## config.mk

```make
export PLATFORM = sky130hd
export DESIGN_NAME = buf_sched
export DESIGN_NICKNAME = d
export VERILOG_FILES = /design/src/rtl/buf_sched_pkg.sv /design/src/rtl/buf_sched_id_fifo.sv /design/src/rtl/buf_sched.sv
export SDC_FILE = /design/constraint.sdc
export NUM_CORES = 1
export LEC_CHECK = 0
export BUFFER_PORTS_ARGS = -buffer_cell sky130_fd_sc_hd__buf_2
export CORE_ASPECT_RATIO = 1.4
export CORE_MARGIN = 2
export CORE_UTILIZATION = 45
export DETAILED_ROUTE_END_ITERATION = 10
export GPL_TIMING_DRIVEN = 0
export PLACE_DENSITY = 0.62
export SETUP_SLACK_MARGIN = 0.02
export SLEW_MARGIN = 20
export SYNTH_ARGS = -nofsm -noshare
export SYNTH_HDL_FRONTEND = slang
export SYNTH_SLANG_ARGS = --single-unit
```

## constraint.sdc

```tcl
create_clock -name clk -period 2.4 [get_ports clk]
set_input_delay 0 -clock clk [delete_from_list [all_inputs] [get_ports clk]]
set_output_delay 0 -clock clk [all_outputs]
set_load 0.05 [all_outputs]
```

## src/rtl/buf_sched_pkg.sv

```systemverilog
// rtl/buf_sched_pkg.sv - buffer IDs, buffer-state encoding and helpers shared by buf_sched
package buf_sched_pkg;

    localparam logic [1:0] ID_NONE = 2'b00;
    localparam logic [1:0] ID_PING = 2'b01;
    localparam logic [1:0] ID_PANG = 2'b10;
    localparam logic [1:0] ID_PONG = 2'b11;

    localparam int NUM_BUFS = 3;

    typedef enum logic [2:0] {
        ST_EMPTY    = 3'd0,
        ST_SN       = 3'd1,
        ST_WAIT_CPU = 3'd2,
        ST_CPU      = 3'd3,
        ST_WAIT_FWD = 3'd4,
        ST_FWD      = 3'd5
    } buf_state_t;

    // Buffer index 0..2 maps onto IDs PING..PONG.
    function automatic logic [1:0] buf_id(input int idx);
        return 2'(idx + 1);
    endfunction

endpackage

```

## src/rtl/buf_sched_id_fifo.sv

```systemverilog
// rtl/buf_sched_id_fifo.sv - 3-entry FIFO of 2-bit buffer IDs
module id_fifo (
    input  logic       clk,
    input  logic       rst,
    input  logic       push_i,
    input  logic [1:0] din_i,
    input  logic       pop_i,
    output logic [1:0] dout_o,
    output logic       empty_o,
    output logic       full_o
);

    logic [1:0] mem_q [3];
    logic [1:0] wr_q;
    logic [1:0] rd_q;
    logic [1:0] cnt_q;

    function automatic logic [1:0] nxt(input logic [1:0] p);
        return (p == 2'd2) ? 2'd0 : p + 2'd1;
    endfunction

    // Storage array; contents are don't-care until written, so no reset.
    always_ff @(posedge clk) begin
        if (push_i) begin
            mem_q[wr_q] <= din_i;
        end
    end

    // Pointers and occupancy; push and pop in the same cycle leave the count unchanged.
    always_ff @(posedge clk or posedge rst) begin
        if (rst) begin
            wr_q  <= 2'd0;
            rd_q  <= 2'd0;
            cnt_q <= 2'd0;
        end else begin
            if (push_i) begin
                wr_q <= nxt(wr_q);
            end
            if (pop_i) begin
                rd_q <= nxt(rd_q);
            end
            cnt_q <= cnt_q + 2'(push_i) - 2'(pop_i);
        end
    end

    assign dout_o  = mem_q[rd_q];
    assign empty_o = (cnt_q == 2'd0);
    assign full_o  = (cnt_q == 2'd3);

endmodule

```

## src/rtl/buf_sched.sv

```systemverilog
// rtl/buf_sched.sv - ping/pang/pong ownership scheduler for snooper, filter CPU and forwarder
module buf_sched
    import buf_sched_pkg::*;
(
    input  logic       clk,
    input  logic       rst,
    output logic [1:0] sn_sel,
    input  logic       sn_done,
    output logic [1:0] cpu_sel,
    input  logic       cpu_acc,
    input  logic       cpu_rej,
    output logic [1:0] fwd_sel,
    input  logic       fwd_done,
    output logic       full
);

    buf_state_t st_q [NUM_BUFS];
    buf_state_t st_d [NUM_BUFS];
    logic [1:0] sn_sel_q, sn_sel_d;
    logic [1:0] cpu_sel_q, cpu_sel_d;
    logic [1:0] fwd_sel_q, fwd_sel_d;
    logic       full_q, full_d;
    // Held low for the first edge after reset so the first grant lands on the second edge.
    logic       init_q;

    logic       pick_found;
    logic [1:0] pick_id;

    logic       cq_push, cq_pop, cq_empty, cq_full;
    logic [1:0] cq_head;
    logic       fq_push, fq_pop, fq_empty, fq_full;
    logic [1:0] fq_head;

    // Buffers handed from snooper to CPU, in snooper completion order.
    id_fifo u_cpu_q (
        .clk     (clk),
        .rst     (rst),
        .push_i  (cq_push),
        .din_i   (sn_sel_q),
        .pop_i   (cq_pop),
        .dout_o  (cq_head),
        .empty_o (cq_empty),
        .full_o  (cq_full)
    );

    // Accepted buffers handed from CPU to forwarder, in acceptance order.
    id_fifo u_fwd_q (
        .clk     (clk),
        .rst     (rst),
        .push_i  (fq_push),
        .din_i   (cpu_sel_q),
        .pop_i   (fq_pop),
        .dout_o  (fq_head),
        .empty_o (fq_empty),
        .full_o  (fq_full)
    );

    // Per-agent release/grant decisions and the resulting per-buffer next state.
    always_comb begin
        sn_sel_d   = sn_sel_q;
        cpu_sel_d  = cpu_sel_q;
        fwd_sel_d  = fwd_sel_q;
        cq_push    = 1'b0;
        cq_pop     = 1'b0;
        fq_push    = 1'b0;
        fq_pop     = 1'b0;
        pick_found = 1'b0;
        pick_id    = ID_NONE;
        full_d     = 1'b1;
        for (int b = 0; b < NUM_BUFS; b++) begin
            st_d[b] = st_q[b];
        end

        // Lowest-encoded EMPTY buffer, judged on registered state so a buffer
        // released this cycle is not reused until the next decision.
        for (int b = 0; b < NUM_BUFS; b++) begin
            if (!pick_found && st_q[b] == ST_EMPTY) begin
                pick_found = 1'b1;
                pick_id    = buf_id(b);
            end
        end

        if (sn_sel_q != ID_NONE) begin
            if (sn_done) begin
                cq_push  = 1'b1;
                sn_sel_d = ID_NONE;
            end
        end else if (init_q && pick_found) begin
            sn_sel_d = pick_id;
        end

        if (cpu_sel_q != ID_NONE) begin
            if (cpu_acc || cpu_rej) begin
                fq_push   = !cpu_rej;
                cpu_sel_d = ID_NONE;
            end
        end else if (!cq_empty) begin
            cq_pop    = 1'b1;
            cpu_sel_d = cq_head;
        end

        if (fwd_sel_q != ID_NONE) begin
            if (fwd_done) begin
                fwd_sel_d = ID_NONE;
            end
        end else if (!fq_empty) begin
            fq_pop    = 1'b1;
            fwd_sel_d = fq_head;
        end

        // Each agent touches a distinct buffer, so these updates never collide.
        for (int b = 0; b < NUM_BUFS; b++) begin
            if (sn_sel_q == buf_id(b) && sn_done)                   st_d[b] = ST_WAIT_CPU;
            if (sn_sel_q == ID_NONE && sn_sel_d == buf_id(b))       st_d[b] = ST_SN;
            if (cpu_sel_q == buf_id(b) && cpu_rej)                  st_d[b] = ST_EMPTY;
            else if (cpu_sel_q == buf_id(b) && cpu_acc)             st_d[b] = ST_WAIT_FWD;
            if (cq_pop && cq_head == buf_id(b))                     st_d[b] = ST_CPU;
            if (fwd_sel_q == buf_id(b) && fwd_done)                 st_d[b] = ST_EMPTY;
            if (fq_pop && fq_head == buf_id(b))                     st_d[b] = ST_FWD;
            if (st_d[b] == ST_EMPTY)                                full_d  = 1'b0;
        end
    end

    // Registered buffer states and grant outputs.
    always_ff @(posedge clk or posedge rst) begin
        if (rst) begin
            for (int b = 0; b < NUM_BUFS; b++) begin
                st_q[b] <= ST_EMPTY;
            end
            sn_sel_q  <= ID_NONE;
            cpu_sel_q <= ID_NONE;
            fwd_sel_q <= ID_NONE;
            full_q    <= 1'b0;
            init_q    <= 1'b0;
        end else begin
            for (int b = 0; b < NUM_BUFS; b++) begin
                st_q[b] <= st_d[b];
            end
            sn_sel_q  <= sn_sel_d;
            cpu_sel_q <= cpu_sel_d;
            fwd_sel_q <= fwd_sel_d;
            full_q    <= full_d;
            init_q    <= 1'b1;
        end
    end

    assign sn_sel  = sn_sel_q;
    assign cpu_sel = cpu_sel_q;
    assign fwd_sel = fwd_sel_q;
    assign full    = full_q;

    a_cq_no_overflow:  assert property (@(posedge clk) disable iff (rst) !(cq_push && cq_full));
    a_cq_no_underflow: assert property (@(posedge clk) disable iff (rst) !(cq_pop && cq_empty));
    a_fq_no_overflow:  assert property (@(posedge clk) disable iff (rst) !(fq_push && fq_full));
    a_fq_no_underflow: assert property (@(posedge clk) disable iff (rst) !(fq_pop && fq_empty));
    a_sel_distinct:    assert property (@(posedge clk) disable iff (rst)
        !((sn_sel_q != ID_NONE && (sn_sel_q == cpu_sel_q || sn_sel_q == fwd_sel_q)) ||
          (cpu_sel_q != ID_NONE && cpu_sel_q == fwd_sel_q)));

endmodule

```

==> flow_metrics.py, run 1 <==
metrics = {
    "die": {
        "die_y_um": 83.8,
        "pin_count": 13,
        "die_area_sq_um": 5110,
        "fp-row-count": 29,
        "core_sq_um": 4460,
        "start_util_pct": 45.9,
        "die_x_um": 61,
    },
    "synthesis": {
        "synth_top_family_by_area": "compound AO/OA/AOI/OAI gates",
        "synth.distinct_cells": 52,
        "syn_avg_cell_area_sq_um": 10.8,
        "synth_xor_area_share_pct": 1.71,
        "syn_area_sq_um": 2050,
        "synth.mux.area_fraction_pct": 4.34,
        "synth_nets": 200,
        "async_flop_share_pct": 70.7,
        "synth_top_flop_cell": "dfrtp_1",
        "synth-warning-count": 0,
        "synth_edf_count": 12,
        "ys_ff_latch": 41,
        "yosysSeqAreaShare_pct": 53.1,
        "synth_fa_ha_area_share_pct": 2.44,
        "synth_compound_area_share_pct": 17.8,
        "syn_inst": 190,
        "synth-simple-area-share_pct": 16.4,
    },
    "cts": {
        "cts_made_buffers": 5,
        "clk_pin_slew_worst_paths_ps": 80,
        "cts_root_buffer": "clkbuf_8",
        "cts_buffer_depth": 2,
        "clkLatencyLatePin_ps": 290,
        "ctsResizeCount": 0,
        "clkSinkCount": 41,
        "htreeDepth": 2,
        "tritoncts": "built",
    },
    "sta": {
        "fin_crit_sh_pct": 87.5,
        "setup_viol": 0,
        "grt_setup_unrepaired": "false",
        "fmax_mhz": 476,
        "setup-tns-final_ps": 0,
        "worst_slack_ps": 300,
        "finalClockSkew_ps": 5.59,
        "worst_slew_pin_slew_ps": 651,
        "period_minus_slack_ps": 2100,
        "hold_viol_final": 0,
        "slew-limit-headroom_pct": 56.1,
        "drv_slew": 0,
    },
    "place": {
        "place_hpwl_mm": 3.04,
        "dpl_worst_slack_ps": 350,
        "gp_congestion": 0.898,
        "place_area_sq_um": 2180,
        "portBuffers": 12,
    },
    "global_routing": {
        "grt_pass1_wl_mm": 6.71,
        "grt_max_degree": 30,
        "overflow": 0,
        "grt_usage_pct": 17.8,
        "antenna_found_initial": 0,
        "grt_pass1_vias": 1457,
    },
    "layout": {
        "largest_reg_flops": 9,
        "final_cell_mix": "dfrtp_1 (29), inv_1 (16), nand2_1 (16)",
        "top_regs": "st_q x9, u_cpu_q.mem_q x6, u_fwd_q.mem_q x6",
        "drive_gt1_share_pct": 15.6,
        "final_common_cell": "dfrtp_1",
        "regMostFlops": "st_q",
        "final_area_sq_um": 2310,
        "diodes": 0,
        "register_area_sq_um": 1090,
        "area_growth_pct": 13.1,
        "fillCellCount": 425,
        "multi_input_area_sq_um": 877,
        "nets": 221,
    },
    "drt": {
        "num_vias": 1492,
        "drc_errors": 0,
        "dr.pass1.iters": 6,
        "wl_mm": 4.07,
        "via_per_inst": 5.45,
        "ant_nets": 0,
        "first_iter_violations": 124,
        "routedWlPerCell_um": 14.8,
    },
    "worst_setup_path": {
        "crit_slowest_cell": "o21ai_0",
        "path_max_fanout": 6,
        "crit_type": "flop to flop",
        "crit_path_max_incr_delay_ps": 500,
        "crit_chain": "o21ai_0 -> inv_1 -> ha_1 -> inv_1 -> ha_1 -> xnor2_1 -> xnor2_1",
        "cp-start-kind": "flop",
        "cp.required_ps": 2620,
        "arrival_ps": 2320,
        "end_kind": "flop",
        "rrSetupSlack_ps": 300,
    },
    "pwr": {
        "power_mw": 3.25,
        "ir_worst_vdd_uv": 767,
        "powerDensity_nw_per_um2": 1410,
        "p_leak_nw": 1.03,
    },
    "worst_hold_path": {
        "hold_class": "input port to flop",
    },
    "run": {
        "drv_cap": 0,
    },
    "status": {
        "status": "finished, final reports clean",
    },
}
## report_power, final
group | internal (mW) | switching, mW
logic | 0.611 | 0.872
clock network | 0.306 | 0.239
registers | 0.998 | 0.228
total | 1.92 | 1.34
## per-stage QoR
stage          hold WS, ps  util (%)  cells
2_1_floorplan         78.1         -    190
3_3_place_gp           279      48.9    264
3_5_place_dp           120      48.9    264
4_1_cts               38.3      51.9    274
5_1_grt               45.5      51.9    274
6_report              40.7      51.9    274
## critical path: cells and delay by family (launching register included)
| family | cells | cell delay (ps) |
|---|---|---|
| buf+inv | 2 | 280 |
| xor+xnor | 2 | 320 |
| fa+ha+maj | 2 | 530 |
| flops | 1 | 390 |
| compound gates | 1 | 500 |
## synth_stat cells (4+ instances only)
cell type | count | area [sq um]
xnor2_1 | 4 | 35.0
nand2_1 | 16 | 60.1
o21a_1 | 4 | 30.0
o21ai_0 | 13 | 65.1
inv_1 | 17 | 63.8
dfrtp_1 | 29 | 726
ha_1 | 4 | 50.1
nor3b_1 | 4 | 30.0
edfxtp_1 | 12 | 360
a21oi_1 | 4 | 20.0
mux2i_1 | 4 | 40.0
a21o_1 | 6 | 45.0
nor3_1 | 8 | 40.0
nand3_1 | 4 | 20.0
nor2_1 | 12 | 45.0
## routing by layer
layer	GRT usage [%]	share of wire, %
met1	21.5	40
met2	29.2	54
met3	4.65	4.0
met4	7.51	2.1
met5	0	0
## cell families (layout without fill, tap and decap cells)
| logic type | after synthesis | in the layout |
|---|---|---|
| AOI/OAI and AO/OA | 50 | 50 |
| xor gates and xnor gates | 4 | 4 |
| adders and majority gates | 4 | 4 |
| buffers and inverters | 21 | 43 |
| DFF | 41 | 41 |
| muxes | 7 | 7 |
| other | 1 | 1 |
| and+or+nand+nor | 62 | 62 |
## final timing paths
check | startpoint | endpoint | cells after the start
max | u_fwd_q.cnt_q[1] | u_fwd_q.cnt_q[1] | 7
max in group asynchronous | rst | st_q[1] | 3
max reg2reg | u_fwd_q.cnt_q[1] | u_fwd_q.cnt_q[1] | 7
min | fwd_done | fwd_sel[1] | 3
min reg2reg | u_fwd_q.cnt_q[1] | u_fwd_q.cnt_q[1] | 1
min in group asynchronous | rst | u_cpu_q.wr_q[1] | 3
## area by class of cell
class	instances	share of cell area (%)
repair buffers	14	3.46
clock buffers	5	2.97
inverters	17	2.76
flip-flops and latches	41	46.9
clock inverters	3	1.78
well taps	62	3.35
multi-input cells	128	37.9
plain buffers	4	0.865
## what timing repair did
action / in CTS / in global routing
buffers inserted: 0 / 0
hold buffers: 2 / 0
hold endpoints to repair: 31 / 0
Note: power is estimated with default switching activity, not from simulation.
==> inputs of run 2 (changes only) <==
Settings changed: MAX_ROUTING_LAYER set to met4.
Clock period 2.4 ns to 2.1 ns, I/O delays scaled along.
==> flow_metrics.py, run 2 (same netlist as run 1, synthesis figures left out) <==
metrics = {
    "place": {
        "place_hpwl_mm": 3.04,
        "portBuffers": 12,
        "gp_congestion": 0.914,
        "dp.cells": 264,
    },
    "layout": {
        "final_common_cell": "dfrtp_1",
        "top_regs": "st_q x9, u_cpu_q.mem_q x6, u_fwd_q.mem_q x6",
        "nets": 221,
        "fin_cells": 274,
        "diodes": 0,
        "regMostFlops": "st_q",
        "largest_reg_flops": 9,
        "final_cell_mix": "dfrtp_1 (27), inv_1 (16), nand2_1 (16)",
        "drive_gt1_share_pct": 16.5,
        "area_growth_pct": 13.2,
    },
    "cts": {
        "cts_buffer_depth": 2,
        "cts_made_buffers": 5,
        "tritoncts": "built",
        "clkSinkCount": 41,
        "cts_root_buffer": "clkbuf_8",
        "cts_setup_buffers": 0,
        "htreeDepth": 2,
        "clkLatencyLatePin_ps": 290,
        "clk_pin_slew_worst_paths_ps": 80,
    },
    "global_routing": {
        "overflow": 0,
        "grt_max_degree": 30,
        "antenna_found_initial": 0,
        "grt_usage_pct": 18.3,
        "grt_pass1_vias": 1466,
        "grt_pass1_wl_mm": 6.70,
    },
    "drt": {
        "wl_met1_mm": 1.69,
        "met2_length_mm": 2.15,
        "wl_mm": 4.10,
        "routedWlPerCell_um": 15.0,
        "first_iter_violations": 69,
        "via_per_inst": 5.48,
        "top_layer": "met4",
        "ant_nets": 0,
        "dr.pass1.iters": 4,
        "num_vias": 1502,
        "drc_errors": 0,
        "wl_met3_um": 146,
    },
    "pwr": {
        "p_clk_share_pct": 16.7,
        "pwr-share-comb_pct": 45.7,
        "p_leak_nw": 1.03,
        "p_sw_mw": 1.54,
        "powerDensity_nw_per_um2": 1610,
        "ir_worst_vdd_uv": 877,
        "swShare_pct": 41.2,
        "intPower_mw": 2.19,
        "seq_power_share_pct": 37.6,
    },
    "sta": {
        "period_minus_slack_ps": 1910,
        "grt_setup_unrepaired": "false",
        "setup-tns-final_ps": 0,
        "worst_slew_pin_slew_ps": 654,
        "fin_crit_sh_pct": 91.0,
        "drv_slew": 0,
        "setup_viol": 0,
        "hold_viol_final": 0,
        "finalClockSkew_ps": 6.26,
        "fmax_mhz": 524,
        "slew-limit-headroom_pct": 56.0,
    },
    "run": {
        "drv_cap": 0,
    },
    "worst_setup_path": {
        "crit_type": "flop to flop",
        "cp.required_ps": 2320,
        "path_max_fanout": 8,
        "arrival_ps": 2130,
        "end_kind": "flop",
        "cp-start-kind": "flop",
    },
    "die": {
        "pin_count": 13,
        "fp-row-count": 29,
        "die_area_sq_um": 5110,
        "die_x_um": 61,
        "start_util_pct": 45.9,
        "core_sq_um": 4460,
        "die_y_um": 83.8,
    },
    "status": {
        "status": "finished, final reports clean",
    },
    "worst_hold_path": {
        "hold_class": "input port to flop",
    },
}
==> run 2: changes by cell type in the layout (fill, tap and decap cells not counted) <==
cell     delta
dfrtp_2     +2
o21ai_1     +1
dfrtp_1     -2
o21ai_0     -1
==> run 2: what timing repair did <==
item / in CTS / in global routing
pin swaps: 0 / 0
gates resized for setup: 1 / 2
cloned: 0 / 0
endpoints found under the setup margin: 1 / 1
hold buffers: 2 / 0
endpoints found under the hold margin: 31 / 0
==> run 2: power by group through the flow <==
stage	Sequential, mW	Clock [mW]	Combinational (mW)
6_report	1.40	0.624	1.70
5_1_grt	1.44	0.674	1.90
4_1_cts	1.40	0.641	1.71
3_5_place_dp	1.42	0	1.69
3_3_place_gp	1.40	0	1.64
2_1_floorplan	1.53	0	1.18
==> run 2: path summary, 6_finish.rpt <==
| check | endpoint | startpoint | slack, ps | cells past startpoint |
|---|---|---|---|---|
| setup / recovery | u_cpu_q.cnt_q[1] | sn_sel[0] | 190 | 6 |
| hold / removal | fwd_sel[1] | fwd_done | 40 | 3 |
| setup reg to reg | u_cpu_q.cnt_q[1] | sn_sel[0] | 190 | 6 |
| hold reg to reg | u_fwd_q.cnt_q[1] | u_fwd_q.cnt_q[1] | 480 | 1 |
| max in group asynchronous | cpu_sel[0] | rst | 1330 | 3 |
| min in group asynchronous | u_cpu_q.wr_q[1] | rst | 320 | 3 |
==> run 2: worst max-delay path, stage by stage, from the launching register on <==
cell	delay, ps
dfrtp_1	430
buf_2	190
o21ai_0	540
inv_1	110
ha_1	230
xnor2_1	190
xnor2_1	140
==> run 2: cell type report <==
| class | count | area [sq um] |
|---|---|---|
| fillers | 424 | 2150 |
| well taps | 62 | 77.6 |
| inverters | 17 | 63.8 |
| flip-flops and latches | 41 | 1090 |
| clock buffers | 5 | 68.8 |
| multi-input cells | 128 | 877 |
| repair buffers | 14 | 80.1 |
| clock inverters | 3 | 41.3 |
| plain buffers | 4 | 20.0 |
==> run 2: layer usage <==
metal,vias up,GRT usage [%]
met1,719,21.2
met3,13,4.65
met4,0,7.51
met5,-,-
li1,736,-
met2,34,29.3
==> run 2: stage by stage <==
| step | utilization [%] | hold slack (ps) | setup WS, ps | area, sq um | power [mW] |
|---|---|---|---|---|---|
| detailed placement | 48.9 | 120 | 50.2 | 2180 | 3.11 |
| CTS | 51.9 | 38.3 | 53.2 | 2310 | 3.76 |
| global placement | 48.9 | 279 | 83.0 | 2180 | 3.04 |
| global route | 51.9 | 45.5 | 20.3 | 2320 | 4.01 |
| finish | 51.9 | 44.1 | 190 | 2320 | 3.73 |
| floorplan | - | 78.1 | 90.5 | 2050 | 2.71 |
==> inputs of run 3 (changes only) <==
Settings changed: CELL_PAD_IN_SITES_DETAIL_PLACEMENT set to 0, CELL_PAD_IN_SITES_GLOBAL_PLACEMENT set to 1, PLACE_DENSITY 0.62 to 0.75.
==> flow_metrics.py, run 3 (same netlist as run 1, synthesis figures left out) <==
metrics = {
    "sta": {
        "fin_crit_sh_pct": 90.3,
        "setup_viol": 0,
        "finalClockSkew_ps": 10.2,
        "hold_ws_ps": 37.4,
        "fmax_mhz": 527,
        "period_minus_slack_ps": 1900,
        "grt_setup_unrepaired": "false",
        "drv_slew": 0,
        "slew-limit-headroom_pct": 58.1,
        "hold_viol_final": 0,
        "worst_slew_pin_slew_ps": 628,
    },
    "die": {
        "die_area_sq_um": 5110,
        "die_x_um": 61,
        "die_y_um": 83.8,
        "start_util_pct": 45.9,
        "fp-row-count": 29,
        "core_sq_um": 4460,
        "pin_count": 13,
    },
    "pwr": {
        "p_sw_mw": 1.55,
        "pwr-share-comb_pct": 45.6,
        "ir_worst_vdd_uv": 1200,
        "seq_power_share_pct": 37.7,
        "p_clk_share_pct": 16.7,
        "swShare_pct": 41.4,
        "powerDensity_nw_per_um2": 1620,
        "intPower_mw": 2.20,
        "power_mw": 3.76,
        "p_leak_nw": 1.03,
    },
    "worst_setup_path": {
        "rrSetupSlack_ps": 200,
        "crit_type": "flop to flop",
        "crit_path_max_incr_delay_ps": 400,
        "endpoint": "u_cpu_q.cnt_q[1]",
        "reg2reg_from": "u_cpu_q.cnt_q[0]",
        "cp.required_ps": 2310,
        "cp-startpoint": "u_cpu_q.cnt_q[0]",
        "r2r_cells": 7,
        "arrival_ps": 2100,
        "cp-start-kind": "flop",
        "end_kind": "flop",
        "crit_slowest_cell": "dfrtp_1",
        "path_max_fanout": 10,
        "rr_endpoint": "u_cpu_q.cnt_q[1]",
        "crit_chain": "o21ai_2 -> inv_1 -> ha_1 -> inv_1 -> ha_1 -> xnor2_1 -> xnor2_1",
    },
    "cts": {
        "clkLatencyLatePin_ps": 290,
        "clk_pin_slew_worst_paths_ps": 80,
        "htreeDepth": 2,
        "cts_root_buffer": "clkbuf_8",
        "tritoncts": "built",
        "cts_setup_buffers": 0,
        "clkSinkCount": 41,
        "cts_made_buffers": 5,
        "cts_buffer_depth": 2,
    },
    "layout": {
        "final_common_cell": "dfrtp_1",
        "regMostFlops": "st_q",
        "register_area_sq_um": 1090,
        "area_growth_pct": 13.4,
        "diodes": 0,
        "largest_reg_flops": 9,
        "multi_input_area_sq_um": 881,
        "drive_gt1_share_pct": 17.0,
        "final_cell_mix": "dfrtp_1 (27), inv_1 (16), nand2_1 (16)",
        "final_area_sq_um": 2320,
        "fillCellCount": 415,
        "nets": 221,
        "top_regs": "st_q x9, u_cpu_q.mem_q x6, u_fwd_q.mem_q x6",
    },
    "status": {
        "status": "finished, final reports clean",
    },
    "place": {
        "portBuffers": 12,
        "gp_congestion": 0.886,
        "place_hpwl_mm": 3.13,
        "place_area_sq_um": 2180,
    },
    "global_routing": {
        "grt_pass1_vias": 1614,
        "grt_pass1_wl_mm": 7.45,
        "antenna_found_initial": 0,
        "grt_usage_pct": 19.9,
        "grt_max_degree": 30,
        "overflow": 0,
    },
    "drt": {
        "drc_errors": 0,
        "dr.pass1.iters": 4,
        "first_iter_violations": 103,
        "num_vias": 1483,
        "wl_mm": 4.24,
        "routedWlPerCell_um": 15.5,
        "ant_nets": 0,
        "via_per_inst": 5.41,
    },
    "run": {
        "drv_cap": 0,
    },
    "worst_hold_path": {
        "hold_class": "input port to flop",
        "min_delay_path_depth": 3,
    },
}
-- run 3: changes by cell type in the layout (fill, tap and decap cells not counted) --
cell,change
o21ai_0,-1
o21ai_2,+1
-- run 3: metrics by stage --
| step | setup slack, ps | instances | util, % | TNS, ps |
|---|---|---|---|---|
| finish | 204 | 274 | 52.0 | 0 |
| global route | 50.8 | 274 | 52.0 | 0 |
| CTS | 72.6 | 274 | 51.9 | 0 |
| detailed placement | -81.5 | 264 | 48.9 | -81.5 |
| global placement | -24.3 | 264 | 48.9 | -24.3 |
| floorplan | 90.5 | 190 | - | 0 |
-- run 3: worst max-delay path, delay by kind of cell (launching register included) --
family / cells / cell delay, ps
fa+ha+maj: 2 / 480
compound gates: 1 / 400
xor+xnor: 2 / 320
buf+inv: 2 / 210
flops: 1 / 400
-- run 3: how the worst min path moves through the flow --
| stage | to | slack (ps) | startpoint |
|---|---|---|---|
| detailed placement | u_cpu_q.wr_q[1] | 120 | rst |
| finish | fwd_sel[1] | 40 | fwd_done |
| global route | fwd_sel[1] | 50 | fwd_done |
| CTS | fwd_sel[1] | 20 | fwd_done |
| global placement | sn_sel[0] | 280 | sn_done |
| floorplan | cpu_sel[0] | 80 | rst |
-- run 3: power groups by stage --
stage	Clock (mW)	Sequential [mW]	Combinational, mW
2_1_floorplan	0	1.53	1.18
3_3_place_gp	0	1.41	1.65
6_report	0.626	1.42	1.71
5_1_grt	0.684	1.46	1.92
4_1_cts	0.643	1.41	1.73
3_5_place_dp	0	1.43	1.71
-- run 3: timing repair --
action | in CTS | in global routing
resized for setup | 1 | 4
endpoints found under the hold margin | 31 | 0
endpoints found under the setup margin | 1 | 2
hold buffers | 2 | 0
-- run 3: metal layers --
metal	track usage [%]	routed length, um	vias to the layer above
met1	25.0	1820	710
met5	-	0	-
met4	6.13	86	0
li1	-	-	728
met3	4.19	172	9
met2	31.8	2160	36
-- run 3: layout make-up --
class	instances	share of cell area [%]
Sequential cell	41	46.9
Multi-Input combinational cell	128	38.0
Timing Repair Buffer	14	3.45
Tap cell	62	3.34
Clock buffer	5	2.96
Inverter	17	2.75
Clock inverter	3	1.78
Buffer	4	0.863
